`config.mk`:
```
export PLATFORM = sky130hd
export DESIGN_NAME = pipeline_hazard_ctrl
export DESIGN_NICKNAME = d
export VERILOG_FILES = /design/src/rtl/pipeline_hazard_ctrl_pkg.sv /design/src/rtl/pipeline_hazard_ctrl_perf_counter.sv /design/src/rtl/pipeline_hazard_ctrl.sv
export SDC_FILE = /design/constraint.sdc
export NUM_CORES = 1
export LEC_CHECK = 0
export CAP_MARGIN = 20
export CORE_ASPECT_RATIO = 0.9
export CORE_UTILIZATION = 50
export DETAILED_ROUTE_END_ITERATION = 12
export GPL_TIMING_DRIVEN = 0
export PLACE_DENSITY_LB_ADDON = 0.15
export SLEW_MARGIN = 20
export SYNTH_ARGS = -nofsm -noshare
export SYNTH_HDL_FRONTEND = slang
export SYNTH_SLANG_ARGS = --single-unit
```
`constraint.sdc`:
```
create_clock -name clk -period 2.8 [get_ports clk]
set_input_delay 0.7 -clock clk [delete_from_list [all_inputs] [get_ports clk]]
set_output_delay 0.7 -clock clk [all_outputs]
set_load 0.05 [all_outputs]
```
`src/rtl/pipeline_hazard_ctrl_pkg.sv`:
```
// -----------------------------------------------------------------------------
// hazard_pkg
// Shared definitions for the pipeline hazard controller:
//   hz_state_t  - controller state (RUN, SQUASH)
//   IF_ID..MEM_WB - bit positions of each pipeline register in the valid vector
// -----------------------------------------------------------------------------
package hazard_pkg;

   // RUN: normal operation. SQUASH: the next fetch response belongs to the
   // path abandoned by a redirect and must not enter IF/ID as a valid instr.
   typedef enum logic [0:0] {
      RUN    = 1'b0,
      SQUASH = 1'b1
   } hz_state_t;

   localparam int IF_ID      = 0;
   localparam int ID_EX      = 1;
   localparam int EX_MEM     = 2;
   localparam int MEM_WB     = 3;
   localparam int NUM_STAGES = 4;

endpackage

```
`src/rtl/pipeline_hazard_ctrl_perf_counter.sv`:
```
// -----------------------------------------------------------------------------
// perf_counter
// Free-running event counter that wraps modulo 2^CNT_W.
// Ports:
//   clk   in  clock
//   rst   in  synchronous active-high reset (count -> 0)
//   inc   in  add one this cycle
//   count out current count (registered)
// -----------------------------------------------------------------------------
module perf_counter #(
   parameter int CNT_W = 32
) (
   input  logic             clk,
   input  logic             rst,
   input  logic             inc,
   output logic [CNT_W-1:0] count
);

   logic [CNT_W-1:0] count_q;

   // Count update; overflow wraps silently.
   always_ff @(posedge clk) begin
      if (rst) begin
         count_q <= '0;
      end else if (inc) begin
         count_q <= count_q + CNT_W'(1);
      end else begin
         count_q <= count_q;
      end
   end

   assign count = count_q;

endmodule

```
`src/rtl/pipeline_hazard_ctrl.sv`:
```
// -----------------------------------------------------------------------------
// pipeline_hazard_ctrl
// Central stall/flush controller for the 5-stage rv32i pipeline. Decodes the
// data-cache stall, load-use bubble, EX redirect and instruction-cache stall
// (in that priority) into per-stage load enables, and tracks a valid bit per
// pipeline register, exported as active-high flush_* (flush = ~valid).
// Ports:
//   clk, rst                 clock, synchronous active-high reset
//   bubble                   load-use hazard request from EX
//   br_redirect              taken branch/jump in EX (ignored if ID/EX invalid)
//   icache_read/icache_resp  fetch request outstanding / fetch data valid
//   dcache_req/dcache_resp   MEM access outstanding / access completes
//   load_pc, load_*          register load enables (combinational)
//   flush_*                  pipeline register holds a bubble (registered)
//   stall_cycles             cycles with any stage frozen
//   bubble_count             load-use bubbles inserted
//   flush_count              redirects taken
// -----------------------------------------------------------------------------
module pipeline_hazard_ctrl
   import hazard_pkg::*;
#(
   parameter int CNT_W = 32
) (
   input  logic             clk,
   input  logic             rst,
   input  logic             bubble,
   input  logic             br_redirect,
   input  logic             icache_read,
   input  logic             icache_resp,
   input  logic             dcache_req,
   input  logic             dcache_resp,
   output logic             load_pc,
   output logic             load_if_id,
   output logic             load_id_ex,
   output logic             load_ex_mem,
   output logic             load_mem_wb,
   output logic             flush_if_id,
   output logic             flush_id_ex,
   output logic             flush_ex_mem,
   output logic             flush_mem_wb,
   output logic [CNT_W-1:0] stall_cycles,
   output logic [CNT_W-1:0] bubble_count,
   output logic [CNT_W-1:0] flush_count
);

   logic [NUM_STAGES-1:0] valid_q;
   logic [NUM_STAGES-1:0] valid_d;
   hz_state_t             state_q;
   hz_state_t             state_d;

   logic dstall_s;
   logic istall_s;
   logic stall_inc_s;
   logic bubble_inc_s;
   logic flush_inc_s;

   assign dstall_s = dcache_req & ~dcache_resp;
   assign istall_s = icache_read & ~icache_resp;

   // Priority decode of hazards into load enables, next valid bits and next state.
   always_comb begin
      valid_d      = valid_q;
      state_d      = state_q;
      load_pc      = 1'b0;
      load_if_id   = 1'b0;
      load_id_ex   = 1'b0;
      load_ex_mem  = 1'b0;
      load_mem_wb  = 1'b0;
      stall_inc_s  = 1'b0;
      bubble_inc_s = 1'b0;
      flush_inc_s  = 1'b0;

      if (rst) begin
         // Everything frozen; registers are cleared by the sequential block.
         valid_d = valid_q;
      end else if (dstall_s) begin
         // Whole pipe frozen, including any fetch response arriving now.
         stall_inc_s = 1'b1;
      end else if (bubble) begin
         // Hold the consumer in EX; a bubble enters EX/MEM. Any redirect this
         // cycle used stale operands and is re-resolved next cycle.
         load_ex_mem     = 1'b1;
         load_mem_wb     = 1'b1;
         valid_d[EX_MEM] = 1'b0;
         valid_d[MEM_WB] = valid_q[EX_MEM];
         stall_inc_s     = 1'b1;
         bubble_inc_s    = 1'b1;
      end else if (br_redirect && valid_q[ID_EX]) begin
         // Wrong-path instrs in IF/ID and ID/EX are killed; IF/ID and ID/EX
         // may load garbage since their valid bits are cleared.
         load_pc         = 1'b1;
         load_if_id      = 1'b1;
         load_id_ex      = 1'b1;
         load_ex_mem     = 1'b1;
         load_mem_wb     = 1'b1;
         valid_d[IF_ID]  = 1'b0;
         valid_d[ID_EX]  = 1'b0;
         valid_d[EX_MEM] = valid_q[ID_EX];
         valid_d[MEM_WB] = valid_q[EX_MEM];
         flush_inc_s     = 1'b1;
         // An outstanding wrong-path fetch must be discarded when it returns.
         if (istall_s) begin
            state_d = SQUASH;
         end else begin
            state_d = state_q;
         end
      end else if (istall_s) begin
         // Fetch pending: hold PC and IF/ID, drain the rest behind a bubble.
         load_id_ex      = 1'b1;
         load_ex_mem     = 1'b1;
         load_mem_wb     = 1'b1;
         valid_d[ID_EX]  = 1'b0;
         valid_d[EX_MEM] = valid_q[ID_EX];
         valid_d[MEM_WB] = valid_q[EX_MEM];
         stall_inc_s     = 1'b1;
      end else begin
         load_pc         = 1'b1;
         load_if_id      = 1'b1;
         load_id_ex      = 1'b1;
         load_ex_mem     = 1'b1;
         load_mem_wb     = 1'b1;
         valid_d[ID_EX]  = valid_q[IF_ID];
         valid_d[EX_MEM] = valid_q[ID_EX];
         valid_d[MEM_WB] = valid_q[EX_MEM];
         case (state_q)
            SQUASH: begin
               // This response is the abandoned fetch: load it as a bubble.
               valid_d[IF_ID] = 1'b0;
               state_d        = RUN;
            end
            RUN: begin
               valid_d[IF_ID] = 1'b1;
            end
            default: begin
               valid_d[IF_ID] = 1'b0;
               state_d        = RUN;
            end
         endcase
      end
   end

   // Valid-bit register and controller state.
   always_ff @(posedge clk) begin
      if (rst) begin
         valid_q <= '0;
         state_q <= RUN;
      end else begin
         valid_q <= valid_d;
         state_q <= state_d;
      end
   end

   assign flush_if_id  = ~valid_q[IF_ID];
   assign flush_id_ex  = ~valid_q[ID_EX];
   assign flush_ex_mem = ~valid_q[EX_MEM];
   assign flush_mem_wb = ~valid_q[MEM_WB];

   perf_counter #(.CNT_W(CNT_W)) u_stall_cnt (
      .clk   (clk),
      .rst   (rst),
      .inc   (stall_inc_s),
      .count (stall_cycles)
   );

   perf_counter #(.CNT_W(CNT_W)) u_bubble_cnt (
      .clk   (clk),
      .rst   (rst),
      .inc   (bubble_inc_s),
      .count (bubble_count)
   );

   perf_counter #(.CNT_W(CNT_W)) u_flush_cnt (
      .clk   (clk),
      .rst   (rst),
      .inc   (flush_inc_s),
      .count (flush_count)
   );

endmodule
```
======== Word level (Yosys, flattened, before mapping) ========
Index checks and enable logic that the tools add are counted.
storage, ports and cells
  register bits ........................... 101
  bits of input ports ..................... 8
  output and inout port bits .............. 105
  logic and storage cells ................. 57
cells by class
  add/sub/neg operators ................... 3
  equal/unequal tests ..................... 2
  multiplexer cells ....................... 30
  bitwise gates (word level) .............. 11
  reduce and logical (&&, ||, !) cells .... 4
operators by type and width
  operator                                                          count
  32-bit by 1-bit adder with 32-bit output (second input constant)  3
  1-bit 2-to-1 mux                                                  28
  1-bit inverter                                                    9
  4-bit AND reduction                                               1
  3-bit AND reduction                                               1
  1-bit bitwise AND                                                 2
  2-bit 2-to-1 mux                                                  1
  2-bit by 1-bit != test with 1-bit output (second input constant)  1
  2-bit != test (second input constant)                             1
  1-bit one-hot mux with 2 select lines                             1
  2-bit AND reduction                                               1
  1-bit logical AND                                                 1

======== Logic depth before layout (Yosys ltp) ========
Gate-level depths: netlist of run 1.
  depth after elaboration ................. 7
  depth in mapped cells ................... 8
  mapped depth without buffers ............ 8

======== By module ========
From an unflattened synthesis of run 1, not the netlist that was laid out.
second synthesis, totals
  cells, all modules ...................... 588
  area total of the unflattened synthesis .. 5054.8 sq um
by module, submodules not included
  module                            times used  cells each  area an instance (sq um)  sequential area each (sq um)
  perf_counter at u_bubble_cnt ...  2           181         1564.0                    640.6
  perf_counter at u_stall_cnt       1           182         1571.5                    640.6
  pipeline_hazard_ctrl              1           44          355.3                     100.1

======== Worst setup path after synthesis of run 1 ========
No wires, ideal clock.
  path type ............................... input to output
  start ................................... input port br_redirect
  end ..................................... output port load_pc
  arrival ................................. 3223 ps
  required time ........................... 2100 ps
  slack ................................... -1123 ps
  stages .................................. 5
  buffers on the path ..................... 1
  cells stage by stage .................... and2_0 -> inv_1 -> ha_1 -> nor4_1 -> buf_4
on the way
  word-level cells in the longest chain between the ends .. 5
RTL lines
  element                        line                        RTL
  start, declared                pipeline_hazard_ctrl.sv:27  input logic br_redirect,
  1-bit logical AND              pipeline_hazard_ctrl.sv:88  end else if (br_redirect && valid_q[ID_EX]) begin
  1-bit 2-to-1 mux (4 in a row)  n/a
  end, declared                  pipeline_hazard_ctrl.sv:32  output logic load_pc,
No other way between the ends.

======== Final worst setup path of run 1 ========
  start ................................... input port dcache_resp
  end ..................................... output port load_pc
on the way
  word-level cells in the longest chain between the ends .. 4
RTL lines
  element            line                        RTL
  start, declared    pipeline_hazard_ctrl.sv:31  input logic dcache_resp,
  1-bit inverter     pipeline_hazard_ctrl.sv:57  assign dstall_s = dcache_req & ~dcache_resp;
  1-bit bitwise AND  pipeline_hazard_ctrl.sv:57
  1-bit 2-to-1 mux   pipeline_hazard_ctrl.sv:76  end else if (dstall_s) begin
  1-bit 2-to-1 mux   pipeline_hazard_ctrl.sv:73  if (rst) begin
No other way between the ends.

==> results of run 1 <==
final timing paths:
| path | startpoint | endpoint | slack [ns] | cells after the start |
|---|---|---|---|---|
| setup / recovery | dcache_resp | load_pc | 0.01 | 6 |
| hold reg to reg | valid_q[3] | valid_q[3] | 0.46 | 2 |
| hold / removal | valid_q[3] | valid_q[3] | 0.46 | 2 |
| setup reg to reg | u_flush_cnt.count[9] | u_flush_cnt.count[31] | 0.40 | 7 |
report_power, final:
part	switching [uW]	internal [uW]
Combinational	120	68.0
Clock	542	429
Sequential	10.6	1440
layer usage:
| metal | share of wire (%) | vias to the layer above |
|---|---|---|
| li1 | - | 2164 |
| met1 | 46 | 2076 |
| met2 | 48 | 132 |
| met3 | 4.6 | 11 |
| met4 | 0.95 | 0 |
| met5 | 0 | - |
cells in the mapped netlist, types with 3 or more instances:
cell and instances:
o31ai_1 3, buf_6 3, a21oi_1 15, clkbuf_1 18, or4_1 3, nand2_1 37
inv_1 15, or3_2 4, o21ai_0 7, nor4_1 18, xor2_1 54, ha_1 4
nor2_1 103, nor2b_1 4, nand3_1 32, and4_1 3, or3_1 5, xnor2_1 30
and3_1 15, dfxtp_1 101, nor3_1 9, nand4_1 43
kinds of logic (layout without fill, tap and decap cells):
logic type / count (synthesis) / in the layout
multiplexers: 2 / 2
flip-flops: 101 / 101
buffers and inverters: 41 / 174
AO/OA/AOI/OAI: 30 / 30
XOR/XNOR: 84 / 84
AND/OR/NAND/NOR: 291 / 291
adder cells (fa/ha/maj): 4 / 4
timing repair:
| item | 4_1_cts | 5_1_grt |
|---|---|---|
| gates resized for setup | 51 | 5 |
| endpoints found under the setup margin | 22 | 14 |
| pin swaps | 2 | 1 |
| hold endpoints to repair | 0 | 0 |
| buffers inserted | 1 | 5 |
cell type report:
class	instances	area (sq um)
Buffer	25	179
Clock buffer	9	124
Clock inverter	7	82.6
Fill cell	745	2790
Inverter	15	56.3
Multi-Input combinational cell	411	2520
Sequential cell	101	2020
Tap cell	122	153
Timing Repair Buffer	118	1160
cells in the final DEF, fill, tap and decap left out, types with 3 or more instances in the layout:
master           count
clkdlybuf4s50_1    105
nor2_1             101
dfxtp_1            101
xor2_1              54
nand4_1             43
nand2_1             37
nand3_1             31
xnor2_1             30
nor4_1              16
and3_1              15
a21oi_1             15
inv_1               15
clkbuf_1            15
clkbuf_8            12
buf_4               10
nor3_1               8
o21ai_0              7
or3_1                5
or3_2                4
nor2b_1              3
buf_2                3
or4_1                3
and4_1               3
o31ai_1              3
ha_1                 3
worst register-to-register path: stages (launching register included):
cell and delay [ns]:
dfxtp_1 0.47, nand4_2 0.21, or3_1 0.36, buf_6 0.15, or3_1 0.33, buf_2 0.18
or4_1 0.51, a21oi_1 0.14
sequential cells by signal, summed over array words and instances (netlist names):
signal,cells
u_flush_cnt.count,32
u_bubble_cnt.count,32
state_q,1
valid_q,4
u_stall_cnt.count,32
per-stage QoR:
stage,setup TNS (ns),utilization [%]
floorplan,-0.127,-
global placement,-24.13,65.7
detailed placement,-25.30,65.7
CTS,0,68.6
global route,0,69.3
finish,0,69.3
==> out/results.tsv, run 1 <==
stage	metric	value	unit
worst_setup_path	Worst Path Required	2.10	ns
yosys	proportion of synthesized area in mux cells	0.429	%
worst_setup_path	crit path max fanout	10	
layout	layout cells sized above 1	8.60	%
worst_setup_path	Setup Crit Path Kind	input port to output port	
yosys	post-synthesis compound-gate area fraction	3.70	%
yosys	Yosys cell types	42	
clock_tree	htree depth	3	
worst_setup_path	Crit path largest cell delay	0.52	ns
routing	DRC viols	0	
routing	wire per inst	14.7	um
yosys	synthesized flop and latch total	101	
global_route	GRT busiest layer	met2	
floorplanning	FP Rows	33	
timing	Slew headroom	53.8	%
timing	fin. max-slew vios	0	
global_route	gr usage total	24.8	%
routing	via/cell ratio	5.42	
yosys	Cells after Synth	553	
routing	first drt pass iteration count	5	
yosys	share of the synthesized area in the top cell type	43.3	%
global_route	initial antenna violation count	0	
timing	crit share post-route	99.5	%
yosys	area leader, netlist	dfxtp_1	
timing	WHS	0.456	ns
worst_setup_path	worst path bufs/invs	4	
power_and_ir_drop	Cell Pwr Density	415	nW/um^2
floorplanning	Die H	93.7	um
clock_tree	worst skew pair latency	0.37	ns
routing	vias after detailed routing	4383	
min_path	min-delay worst type	register to register	
clock_tree	CTS max path bufs	2	
job	Max Cap Violations	0	
timing	RSZ-0062 raised after global routing	false	
placed_design	Place WS	-1.19	ns
floorplanning	# IOs	113	
global_route	met2 Usage GRT	41.7	%
worst_setup_path	Top Family by Delay on Critical Path	buffers and inverters	
yosys	Mapped Avg Cell Area	8.44	sq um
floorplanning	core area	9080	sq um
worst_setup_path	arrival time worst endpoint	2.09	ns
yosys	yosys warns	0	
layout	fin area	6300	sq um
floorplanning	initial core utilization	51.4	%
global_route	grt total ovfl	0	
power_and_ir_drop	LEAKAGE	0.00216	uW
yosys	syn nets	565	
global_route	met3 Track Usage GR	5.96	%
worst_setup_path	Crit. End Element	output port	
floorplanning	Die X	104	um
placed_design	post-placement cell area	5970	sq um
global_route	largest net degree at the start of global routing	20	
placed_design	buffers added on ports	112	
yosys	synthesized area	4670	sq um
global_route	vias in the first global route	4077	
layout	final net count	693	
yosys	Synth Area in Simple Gates	31.5	%
timing	Final Hold Viols	0	
timing	Worst Max-Slew Pin Slew	0.687	ns
clock_tree	clk slew on worst S/H paths	0.10	ns
yosys	post-synthesis xor/xnor area fraction	15.8	%
yosys	area share of fa/ha/maj cells after synthesis	1.07	%
routing	ANT nets after route	0	
timing	Highest Clock Rate	359	MHz
layout	diode count	0	
placed_design	dpl cells	787	
floorplanning	Die ar.	9730	sq um
worst_setup_path	CP max-delay cell	clkdlybuf4s50_1	
placed_design	DP HPWL	8460	um
layout	Cell Count, Final, Fillers Out	808	
status	outcome	finished clean	
placed_design	gpl congestion	0.879	
clock_tree	CTS Buf Count	9	
yosys	post-synthesis sequential area ratio	43.3	%
routing	Final Routed Wirelength	11800	um
routing	drt initial violations	179	
clock_tree	TritonCTS Sinks	101	
yosys	main area contributors after synthesis	dfxtp_1 43%, xor2_1 10%, nor2_1 8.3%, nand4_1 5.8%, xnor2_1 5.6%	
global_route	global-route wire length before repair	19400	um
clock_tree	Root Driver	clkbuf_8	
power_and_ir_drop	worst vdd ir	361	uV
yosys	Post-synth EDFFs	0	
clock_tree	CTS tree	yes	
timing	Clock Skews	0.00744	ns
power_and_ir_drop	Tot Pwr	2610	uW
worst_setup_path	CP Launch Type	input port	
worst_setup_path	crit path cell chain	clkdlybuf4s50_1 > nor2b_2 > clkbuf_8 > nor4_4 > buf_4 > buf_8	
yosys	largest family of logic cells by synthesized area	simple AND/OR/NAND/NOR gates	
timing	Final Setup Violations	0	
global_route	met1 usage	31.6	%
yosys	async set or reset register ratio after synthesis	0	%
yosys	Top FF cell, synth	dfxtp_1	
clock_tree	# hold bufs at CTS	0	
layout	Area Overhead vs Synth	34.9	%
timing	smallest setup slack after layout	0.0139	ns
timing	min Tclk post-route	2.79	ns
Note: power is estimated with default switching activity, not from simulation.
==> inputs of run 2 (changes only) <==
--- a/config.mk
+++ b/config.mk
@@ -11,6 +11,7 @@
 export DETAILED_ROUTE_END_ITERATION = 12
 export GPL_TIMING_DRIVEN = 0
 export PLACE_DENSITY_LB_ADDON = 0.15
+export SKIP_LAST_GASP = 1
 export SLEW_MARGIN = 20
 export SYNTH_ARGS = -nofsm -noshare
 export SYNTH_HDL_FRONTEND = slang
==> out/results.tsv, run 2 (synthesized netlist as in run 1, its figures left out) <==
stage	metric	value	unit	change
status	outcome	finished clean		unchanged
clock_tree	# hold bufs at CTS	0		unchanged
routing	first drt pass iteration count	7		was 5
power_and_ir_drop	Pint	1940	uW	about the same
routing	ANT nets after route	0		unchanged
timing	Worst Max-Slew Pin Slew	1.11	ns	was 0.687 ns
layout	final net count	693		unchanged
routing	via/cell ratio	5.36		was 5.42
timing	Highest Clock Rate	359	MHz	about the same
clock_tree	CTS tree	yes		unchanged
worst_setup_path	CP Launch Type	input port		unchanged
power_and_ir_drop	Tot Pwr	2610	uW	about the same
timing	Final Hold Viols	0		unchanged
floorplanning	Die X	104	um	unchanged
worst_setup_path	crit path max fanout	10		unchanged
routing	vias after detailed routing	4328		was 4383
power_and_ir_drop	NetSw	668	uW	was 673 uW
timing	min Tclk post-route	2.78	ns	was 2.79 ns
global_route	vias in the first global route	4080		was 4077
worst_setup_path	Crit path largest cell delay	0.52	ns	about the same
routing	drt initial violations	164		was 179
global_route	initial antenna violation count	0		unchanged
power_and_ir_drop	Reg power frac	55.8	%	was 55.7%
timing	Clock Skews	0.00884	ns	was 0.00744 ns
worst_setup_path	Top Family by Delay on Critical Path	buffers and inverters		unchanged
timing	WHS	0.455	ns	was 0.456 ns
worst_setup_path	crit path cell chain	clkdlybuf4s50_1 > nor2b_2 > clkbuf_8 > nor4_4 > buf_4 > buf_8		unchanged
clock_tree	TritonCTS Sinks	101		unchanged
power_and_ir_drop	Cell Pwr Density	415	nW/um^2	about the same
power_and_ir_drop	LEAKAGE	0.00217	uW	was 0.00216 uW
worst_setup_path	arrival time worst endpoint	2.08	ns	was 2.09 ns
timing	crit share post-route	99.5	%	about the same
timing	RSZ-0062 raised after global routing	false		unchanged
power_and_ir_drop	sw frac	25.6	%	was 25.7%
clock_tree	CTS max path bufs	2		unchanged
floorplanning	# IOs	113		unchanged
min_path	min-delay worst type	register to register		unchanged
clock_tree	htree depth	3		unchanged
worst_setup_path	Setup Crit Path Kind	input port to output port		unchanged
timing	Slew headroom	25.2	%	was 53.8%
layout	most frequent cells in the layout	104 x clkdlybuf4s50_1, 101 x nor2_1, 101 x dfxtp_1, 54 x xor2_1, 43 x nand4_1		was 105 x clkdlybuf4s50_1, 101 x nor2_1, 101 x dfxtp_1, 54 x xor2_1, 43 x nand4_1
worst_setup_path	Crit. End Element	output port		unchanged
clock_tree	worst skew pair latency	0.37	ns	about the same
global_route	gr usage total	24.8	%	about the same
floorplanning	core area	9080	sq um	unchanged
floorplanning	Die ar.	9730	sq um	unchanged
placed_design	gpl congestion	0.879		unchanged
power_and_ir_drop	logic gate share of total power	7.1	%	was 7.2%
job	Max Cap Violations	0		unchanged
routing	wire per inst	14.5	um	was 14.7 um
layout	filler instances	751		was 745
clock_tree	clk slew on worst S/H paths	0.10	ns	about the same
floorplanning	initial core utilization	51.4	%	unchanged
placed_design	buffers added on ports	112		unchanged
layout	layout cells sized above 1	8.45	%	was 8.60%
worst_setup_path	Worst Path Required	2.10	ns	about the same
worst_setup_path	worst path bufs/invs	4		unchanged
floorplanning	Die H	93.7	um	unchanged
placed_design	DP HPWL	8460	um	unchanged
layout	commonest non-fill, non-tap cell in the layout	clkdlybuf4s50_1		unchanged
routing	Final Routed Wirelength	11800	um	about the same
clock_tree	Root Driver	clkbuf_8		unchanged
timing	fin. max-slew vios	0		unchanged
routing	DRC viols	0		unchanged
clock_tree	CTS Buf Count	9		unchanged
floorplanning	FP Rows	33		unchanged
power_and_ir_drop	worst vdd ir	358	uV	was 361 uV
timing	Final Setup Violations	0		unchanged
global_route	grt total ovfl	0		unchanged
global_route	largest net degree at the start of global routing	20		unchanged
global_route	global-route wire length before repair	19500	um	was 19400 um
layout	Area Overhead vs Synth	34.5	%	was 34.9%
layout	diode count	0		unchanged
worst_setup_path	CP max-delay cell	clkdlybuf4s50_1		unchanged
power_and_ir_drop	clock share of power	37.1	%	was 37.2%
-- run 2: cell count changes in the layout (fill, tap and decap cells not counted) --
cell | before | now
buf_4 | 10 | 11
buf_8 | 1 | 2
nor4b_1 | 1 | 2
buf_6 | 2 | 1
nor4b_2 | 1 | 0
dlymetal6s2s_1 | 1 | 2
clkbuf_16 | 1 | 0
clkdlybuf4s50_1 | 105 | 104
-- run 2: worst register-to-register path, delay by kind of cell (launching register included) --
| family | cells | cell delay, ns |
|---|---|---|
| buffers and inverters | 2 | 0.33 |
| AOI/OAI and AO/OA | 1 | 0.14 |
| DFF | 1 | 0.47 |
| and+or+nand+nor | 4 | 1.41 |
-- run 2: path summary, 6_finish.rpt --
kind / start / to / slack, ns / depth (start not counted)
setup / recovery: dcache_resp / load_pc / 0.02 / 6
hold / removal: valid_q[3] / valid_q[3] / 0.46 / 2
setup reg to reg: u_flush_cnt.count[9] / u_flush_cnt.count[31] / 0.39 / 7
hold reg to reg: valid_q[3] / valid_q[3] / 0.46 / 2
-- run 2: final cells by class --
class	count	area, sq um	share of cell area [%]
buffer	25	169	2.69
clock buffer	9	124	1.97
clock inverter	7	82.6	1.32
inverter	15	56.3	0.897
multi-input combinational	411	2510	40.0
sequential	101	2020	32.2
tap	122	153	2.43
timing repair buffer	118	1160	18.5
-- run 2: what timing repair did --
item / 4_1_cts / 5_1_grt
buffers inserted: 1 / 5
pin swaps: 2 / 1
cloned: 0 / 0
setup endpoints to repair: 22 / 15
resized for setup: 47 / 9
-- run 2: metal layers --
metal	GRT usage [%]	wire length, um	part of all wire, %	vias up
li1	-	-	-	2164
met1	31.6	5460	46	2036
met2	41.9	5690	48	120
met3	6.03	534	4.5	8
met4	7.02	74	0.63	0
met5	0	0	0	-
-- run 2: metrics by stage --
step / setup slack (ns) / utilization, % / instances / instance area, sq um / TNS (ns)
2_1_floorplan: -0.127 / - / 553 / 4700 / -0.127
3_3_place_gp: -1.20 / 65.7 / 787 / 5970 / -24.13
3_5_place_dp: -1.19 / 65.7 / 787 / 5970 / -25.30
4_1_cts: -0.0863 / 68.4 / 803 / 6210 / -0.0863
5_1_grt: 0.0259 / 69.1 / 808 / 6280 / 0
6_report: 0.0151 / 69.1 / 808 / 6280 / 0
-- run 2: power by group through the flow --
| stage | clock (uW) | sequential, uW | combinational [uW] |
|---|---|---|---|
| 2_1_floorplan | 0 | 1510 | 91.3 |
| 3_3_place_gp | 0 | 1490 | 171 |
| 3_5_place_dp | 0 | 1490 | 173 |
| 4_1_cts | 986 | 1450 | 176 |
| 5_1_grt | 1050 | 1460 | 197 |
| 6_report | 968 | 1450 | 185 |
==> inputs of run 3 (changes only) <==
--- a/config.mk
+++ b/config.mk
@@ -7,10 +7,11 @@
 export LEC_CHECK = 0
 export CAP_MARGIN = 20
 export CORE_ASPECT_RATIO = 0.9
+export CORE_MARGIN = 3
 export CORE_UTILIZATION = 50
 export DETAILED_ROUTE_END_ITERATION = 12
-export GPL_TIMING_DRIVEN = 0
 export PLACE_DENSITY_LB_ADDON = 0.15
+export REMOVE_ABC_BUFFERS = 1
 export SKIP_LAST_GASP = 1
 export SLEW_MARGIN = 20
 export SYNTH_ARGS = -nofsm -noshare
==> out/results.tsv, run 3 (synthesized netlist as in run 1, its figures left out) <==
stage	metric	value	unit	change
layout	fin area	6240	sq um	was 6280 sq um
timing	Clock Skews	0.0127	ns	was 0.00884 ns
timing	setup TNS	0	ns	unchanged
clock_tree	htree depth	3		unchanged
power_and_ir_drop	Tot Pwr	2560	uW	was 2610 uW
min_path	min-delay worst type	register to register		unchanged
timing	crit share post-route	96.8	%	was 99.5%
floorplanning	# IOs	113		unchanged
floorplanning	core area	8810	sq um	was 9080 sq um
worst_setup_path	crit path max fanout	2		was 10
routing	via/cell ratio	5.37		was 5.36
clock_tree	TritonCTS Sinks	101		unchanged
worst_setup_path	FF-to-FF Start	u_flush_cnt.count[8]		was u_flush_cnt.count[9]
min_path	hold wc startpoint	valid_q[3]		unchanged
timing	Highest Clock Rate	369	MHz	was 359 MHz
layout	commonest non-fill, non-tap cell in the layout	clkdlybuf4s50_1		unchanged
floorplanning	Die H	97.7	um	was 93.7 um
clock_tree	CTS tree	yes		unchanged
clock_tree	clk slew on worst S/H paths	0.09	ns	was 0.10 ns
global_route	initial antenna violation count	0		unchanged
power_and_ir_drop	worst vdd ir	276	uV	was 358 uV
layout	final net count	689		was 693
floorplanning	FP Rows	32		was 33
clock_tree	Root Driver	clkbuf_8		unchanged
placed_design	buffers added on ports	112		unchanged
worst_setup_path	crit path from	icache_read		was dcache_resp
clock_tree	Post-CTS Setup Bufs	0		was 1
power_and_ir_drop	Reg power frac	56.8	%	was 55.8%
timing	RSZ-0062 raised after global routing	false		unchanged
layout	footprint of the multi-input gates	2470	sq um	was 2510 sq um
power_and_ir_drop	clock share of power	36.5	%	was 37.1%
timing	min Tclk post-route	2.71	ns	was 2.78 ns
layout	layout cells sized above 1	9.25	%	was 8.45%
floorplanning	Die X	108	um	was 104 um
timing	WHS	0.489	ns	was 0.455 ns
floorplanning	initial core utilization	53.0	%	was 51.4%
timing	Final Hold Viols	0		unchanged
clock_tree	CTS Buf Count	9		unchanged
timing	fin. max-slew vios	0		unchanged
routing	Final Routed Wirelength	11200	um	was 11800 um
status	outcome	finished clean		unchanged
timing	Final Setup Violations	0		unchanged
clock_tree	worst skew pair latency	0.36	ns	was 0.37 ns
placed_design	post-placement cell area	6040	sq um	was 5970 sq um
worst_setup_path	Worst Path Required	2.10	ns	about the same
layout	Area Overhead vs Synth	33.7	%	was 34.5%
worst_setup_path	Crit. End Element	output port		unchanged
worst_setup_path	CP max-delay cell	clkdlybuf4s50_1		unchanged
layout	FF+latch area	2020	sq um	unchanged
routing	wire per inst	14.0	um	was 14.5 um
global_route	largest net degree at the start of global routing	56		was 20
global_route	gr usage total	22.0	%	was 24.8%
placed_design	dpl cells	785		was 787
floorplanning	Die ar.	10500	sq um	was 9730 sq um
layout	filler instances	711		was 751
routing	vias after detailed routing	4299		was 4328
placed_design	DP HPWL	8220	um	was 8460 um
power_and_ir_drop	LEAKAGE	0.00217	uW	about the same
worst_setup_path	Crit path largest cell delay	0.39	ns	was 0.52 ns
routing	ANT nets after route	0		unchanged
power_and_ir_drop	Cell Pwr Density	410	nW/um^2	was 415 nW/um^2
timing	Worst Max-Slew Pin Slew	0.550	ns	was 1.11 ns
routing	DRC viols	0		unchanged
power_and_ir_drop	sw frac	24.2	%	was 25.6%
global_route	grt total ovfl	0		unchanged
power_and_ir_drop	logic gate share of total power	6.8	%	was 7.1%
layout	diode count	0		unchanged
timing	Slew headroom	63.2	%	was 25.2%
power_and_ir_drop	Pint	1940	uW	about the same
layout	most frequent cells in the layout	105 x clkdlybuf4s50_1, 103 x nor2_1, 101 x dfxtp_1, 54 x xor2_1, 43 x nand4_1		was 104 x clkdlybuf4s50_1, 101 x nor2_1, 101 x dfxtp_1, 54 x xor2_1, 43 x nand4_1
power_and_ir_drop	NetSw	620	uW	was 668 uW
layout	Cell Count, Final, Fillers Out	800		was 808
worst_setup_path	CP Launch Type	input port		unchanged
global_route	vias in the first global route	4094		was 4080
job	Max Cap Violations	0		unchanged
routing	drt initial violations	143		was 164
placed_design	gpl congestion	0.866		was 0.879
clock_tree	CTS max path bufs	2		unchanged
worst_setup_path	crit path cell chain	clkdlybuf4s50_1 > nor2b_1 > ha_2 > nor4_2 > buf_4 > buf_12		was clkdlybuf4s50_1 > nor2b_2 > clkbuf_8 > nor4_4 > buf_4 > buf_8
worst_setup_path	arrival time worst endpoint	2.01	ns	was 2.08 ns
routing	first drt pass iteration count	4		was 7
global_route	global-route wire length before repair	19100	um	was 19500 um
worst_setup_path	Setup Crit Path Kind	input port to output port		unchanged
run 3: cell count changes in the layout (fill, tap and decap cells not counted), sizes merged:
cell           previous run  this run
clkbuf                   27        10
buf                      18        33
dlymetal6s2s              2         0
inv                      18        16
clkdlybuf4s50           104       105
run 3: final cells by class:
type,count,area share [%]
Tap cell,119,2.38
Timing Repair Buffer,139,21.5
Clock inverter,5,0.962
Sequential cell,101,32.4
Inverter,15,0.902
Multi-Input combinational cell,411,39.6
Clock buffer,10,2.20
run 3: timing repair:
action                                  CTS  global route
gates resized for setup                   5             0
hold buffers                              0             0
endpoints found under the setup margin    2             0
run 3: final timing paths:
check	depth (start not counted)	endpoint	slack, ns
worst min-delay path	2	valid_q[3]	0.49
worst max register to register	5	u_flush_cnt.count[31]	0.43
worst min register to register	2	valid_q[3]	0.49
worst max-delay path	6	load_pc	0.09
run 3: power groups by stage:
stage / clock (uW) / combinational, uW / sequential [uW]
2_1_floorplan: 0 / 57.9 / 1510
3_3_place_gp: 0 / 170 / 1490
3_5_place_dp: 0 / 173 / 1490
4_1_cts: 967 / 175 / 1450
5_1_grt: 1020 / 187 / 1460
6_report: 934 / 173 / 1450
run 3: per-stage QoR:
step                      worst slack (ns)  util [%]
after floorplan                      -2.01         -
after global placement             -0.0863      68.5
after detailed placement           -0.0784      68.5
after CTS                           0.0692      70.9
after global routing                0.0260      70.9
final                               0.0907      70.9
run 3: layer usage:
metal | routed length [um] | GRT usage (%) | vias to the layer above | share of wire (%)
met1 | 5100 | 28.4 | 2047 | 45
met2 | 5440 | 36.1 | 96 | 48
li1 | - | - | 2147 | -
met4 | 80 | 4.76 | 0 | 0.71
met3 | 603 | 6.64 | 9 | 5.4
met5 | 0 | 0 | - | 0
run 3: worst max-delay path: cells and delay by family:
kind                       cells  cell delay [ns]
buffers and inverters          3             0.71
and+or+nand+nor                2             0.42
adders and majority gates      1             0.19
==> RTL edit, RTL diff (flow settings as in run 3) <==
`NUM_STAGES`: 4 -> 6.
--- a/src/rtl/pipeline_hazard_ctrl_pkg.sv
+++ b/src/rtl/pipeline_hazard_ctrl_pkg.sv
@@ -18,5 +18,5 @@
    localparam int EX_MEM     = 2;
    localparam int MEM_WB     = 3;
-   localparam int NUM_STAGES = 4;
+   localparam int NUM_STAGES = 6;
 
 endpackage
Formal check against the unedited RTL: equivalent (equiv_simple and equiv_induct, registers matched by name and starting in step).
==> RTL edit against run 3 <==
Sequential power about the same. Power grew 2.8%. Sequential cell count unchanged. Clock skew down 0.0029 ns. Routed wire length is 4.4% higher. Worst setup slack got worse by 0.015 ns. Critical endpoint unchanged. Final area increased by 0.50%. Critical path depth is the same. Synthesized area increased by 0.21%.
==> RTL edit: results (changes against run 3) <==
\begin{tabular}{lr}
\hline
Metric & Value \\
\hline
\multicolumn{2}{l}{\textbf{Power}} \\
\quad Switching power total & 0.605 mW (-2.4\%) \\
\quad P\_leak & 2.14 nW (-1.7\%) \\
\quad Power attributed to the clock group & 1.01 mW (+8\%) \\
\quad PwrDens & 419 mW/mm\^{}2 (+2.3\%) \\
\multicolumn{2}{l}{\textbf{Route}} \\
\quad Routed metal-1 wire length & 5260 microns (+3.0\%) \\
\quad Met2 Wirelength & 5710 microns (+5.0\%) \\
\quad Detailed-route wire length & 11700 microns (+4.4\%) \\
\quad Total vias in the final route & 4321 (+0.51\%) \\
\quad Number of DRC markers after the initial detailed-route iteration & 152 (+6.3\%) \\
\multicolumn{2}{l}{\textbf{Global route}} \\
\quad First-pass GRT wire length & 19600 microns (+2.8\%) \\
\quad Via count of the first global-routing pass & 4100 (+0.15\%) \\
\quad Met3 Resource Use GR & 6.74\% (+0.097 points) \\
\quad Met1 Usage GRT & 29.4\% (+1.0 points) \\
\quad M2 GR Usage & 37.4\% (+1.3 points) \\
\quad Pin count of the biggest net entering global routing & 55 (-1.8\%) \\
\multicolumn{2}{l}{\textbf{Synthesis}} \\
\quad Area share of xor/xnor cells in the synthesized design & 13.7\% (-2.1 points) \\
\quad Multiplexer area fraction after synthesis & 0.642\% (+0.21 points) \\
\quad Post-Synth Adder-Cell Area & 1.07\% (-0.0023 points) \\
\quad Portion of the post-synthesis area used by sequential elements & 43.2\% (-0.093 points) \\
\quad Synthesized-area fraction occupied by ao, oa, aoi and oai cells & 5.99\% (+2.3 points) \\
\quad Most common library cells after synthesis & sky130\_fd\_sc\_hd\_\_dfxtp\_1, sky130\_fd\_sc\_hd\_\_nor2\_1, sky130\_fd\_sc\_hd\_\_xor2\_1 \\
\multicolumn{2}{l}{\textbf{Place}} \\
\quad Placed standard-cell area & 0.00604 sq mm (+0.15\%) \\
\quad DP Cell Count & 782 (-0.38\%) \\
\quad Detailed Place HPWL & 8420 microns (+2.5\%) \\
\quad Worst slack after detailed placement & -0.143 ns (-0.0650 ns) \\
\quad Routability congestion estimate & 0.833 (-3.8\%) \\
\multicolumn{2}{l}{\textbf{Final layout}} \\
\quad Count of nets after finishing & 686 (-0.44\%) \\
\quad Layout cell share with drive strength beyond 1 & 9.00\% (-0.25 points) \\
\quad Post-route non-filler standard cell count & 797 (-0.38\%) \\
\multicolumn{2}{l}{\textbf{Timing}} \\
\quad Worst hold slack & 0.457 ns (-0.0316 ns) \\
\quad Max Clock Freq & 0.367 GHz (-0.56\%) \\
\quad Worst slew pin tran & 0.544 ns (-0.00553 ns) \\
\multicolumn{2}{l}{\textbf{Setup path}} \\
\quad Largest fanout of any net on the critical path & 3 (+1) \\
\quad Reg-to-reg setup timing slack & 0.61 ns (+0.18 ns) \\
\multicolumn{2}{l}{\textbf{Outcome}} \\
\quad Status & complete, no violations \\
\hline
\end{tabular}
[RTL edit: how the worst min path moves through the flow]
stage | from | to | depth (start not counted)
finish | valid_q[3] | valid_q[3] | 2
global route | valid_q[3] | valid_q[3] | 2
CTS | valid_q[3] | valid_q[3] | 2
detailed placement | valid_q[3] | valid_q[3] | 2
global placement | valid_q[3] | valid_q[3] | 2
floorplan | valid_q[3] | valid_q[3] | 2
[RTL edit: repair_timing]
item / CTS / global route
pin swaps: 1 / 1
endpoints found under the setup margin: 2 / 2
gates resized for setup: 2 / 4
[RTL edit: worst min-delay path: cells and delay by family, from the launching register on]
kind	cells	cell delay, ns
AOI/OAI and AO/OA	1	0.05
DFF	1	0.32
and+or+nand+nor	1	0.05
[RTL edit: cell type report]
class	count	area (sq um)
Clock buffer	11	141
Multi-Input combinational cell	411	2510
Tap cell	119	149
Fill cell	727	2570
Sequential cell	101	2020
Timing Repair Buffer	139	1340
Inverter	12	45.0
Clock inverter	4	72.6
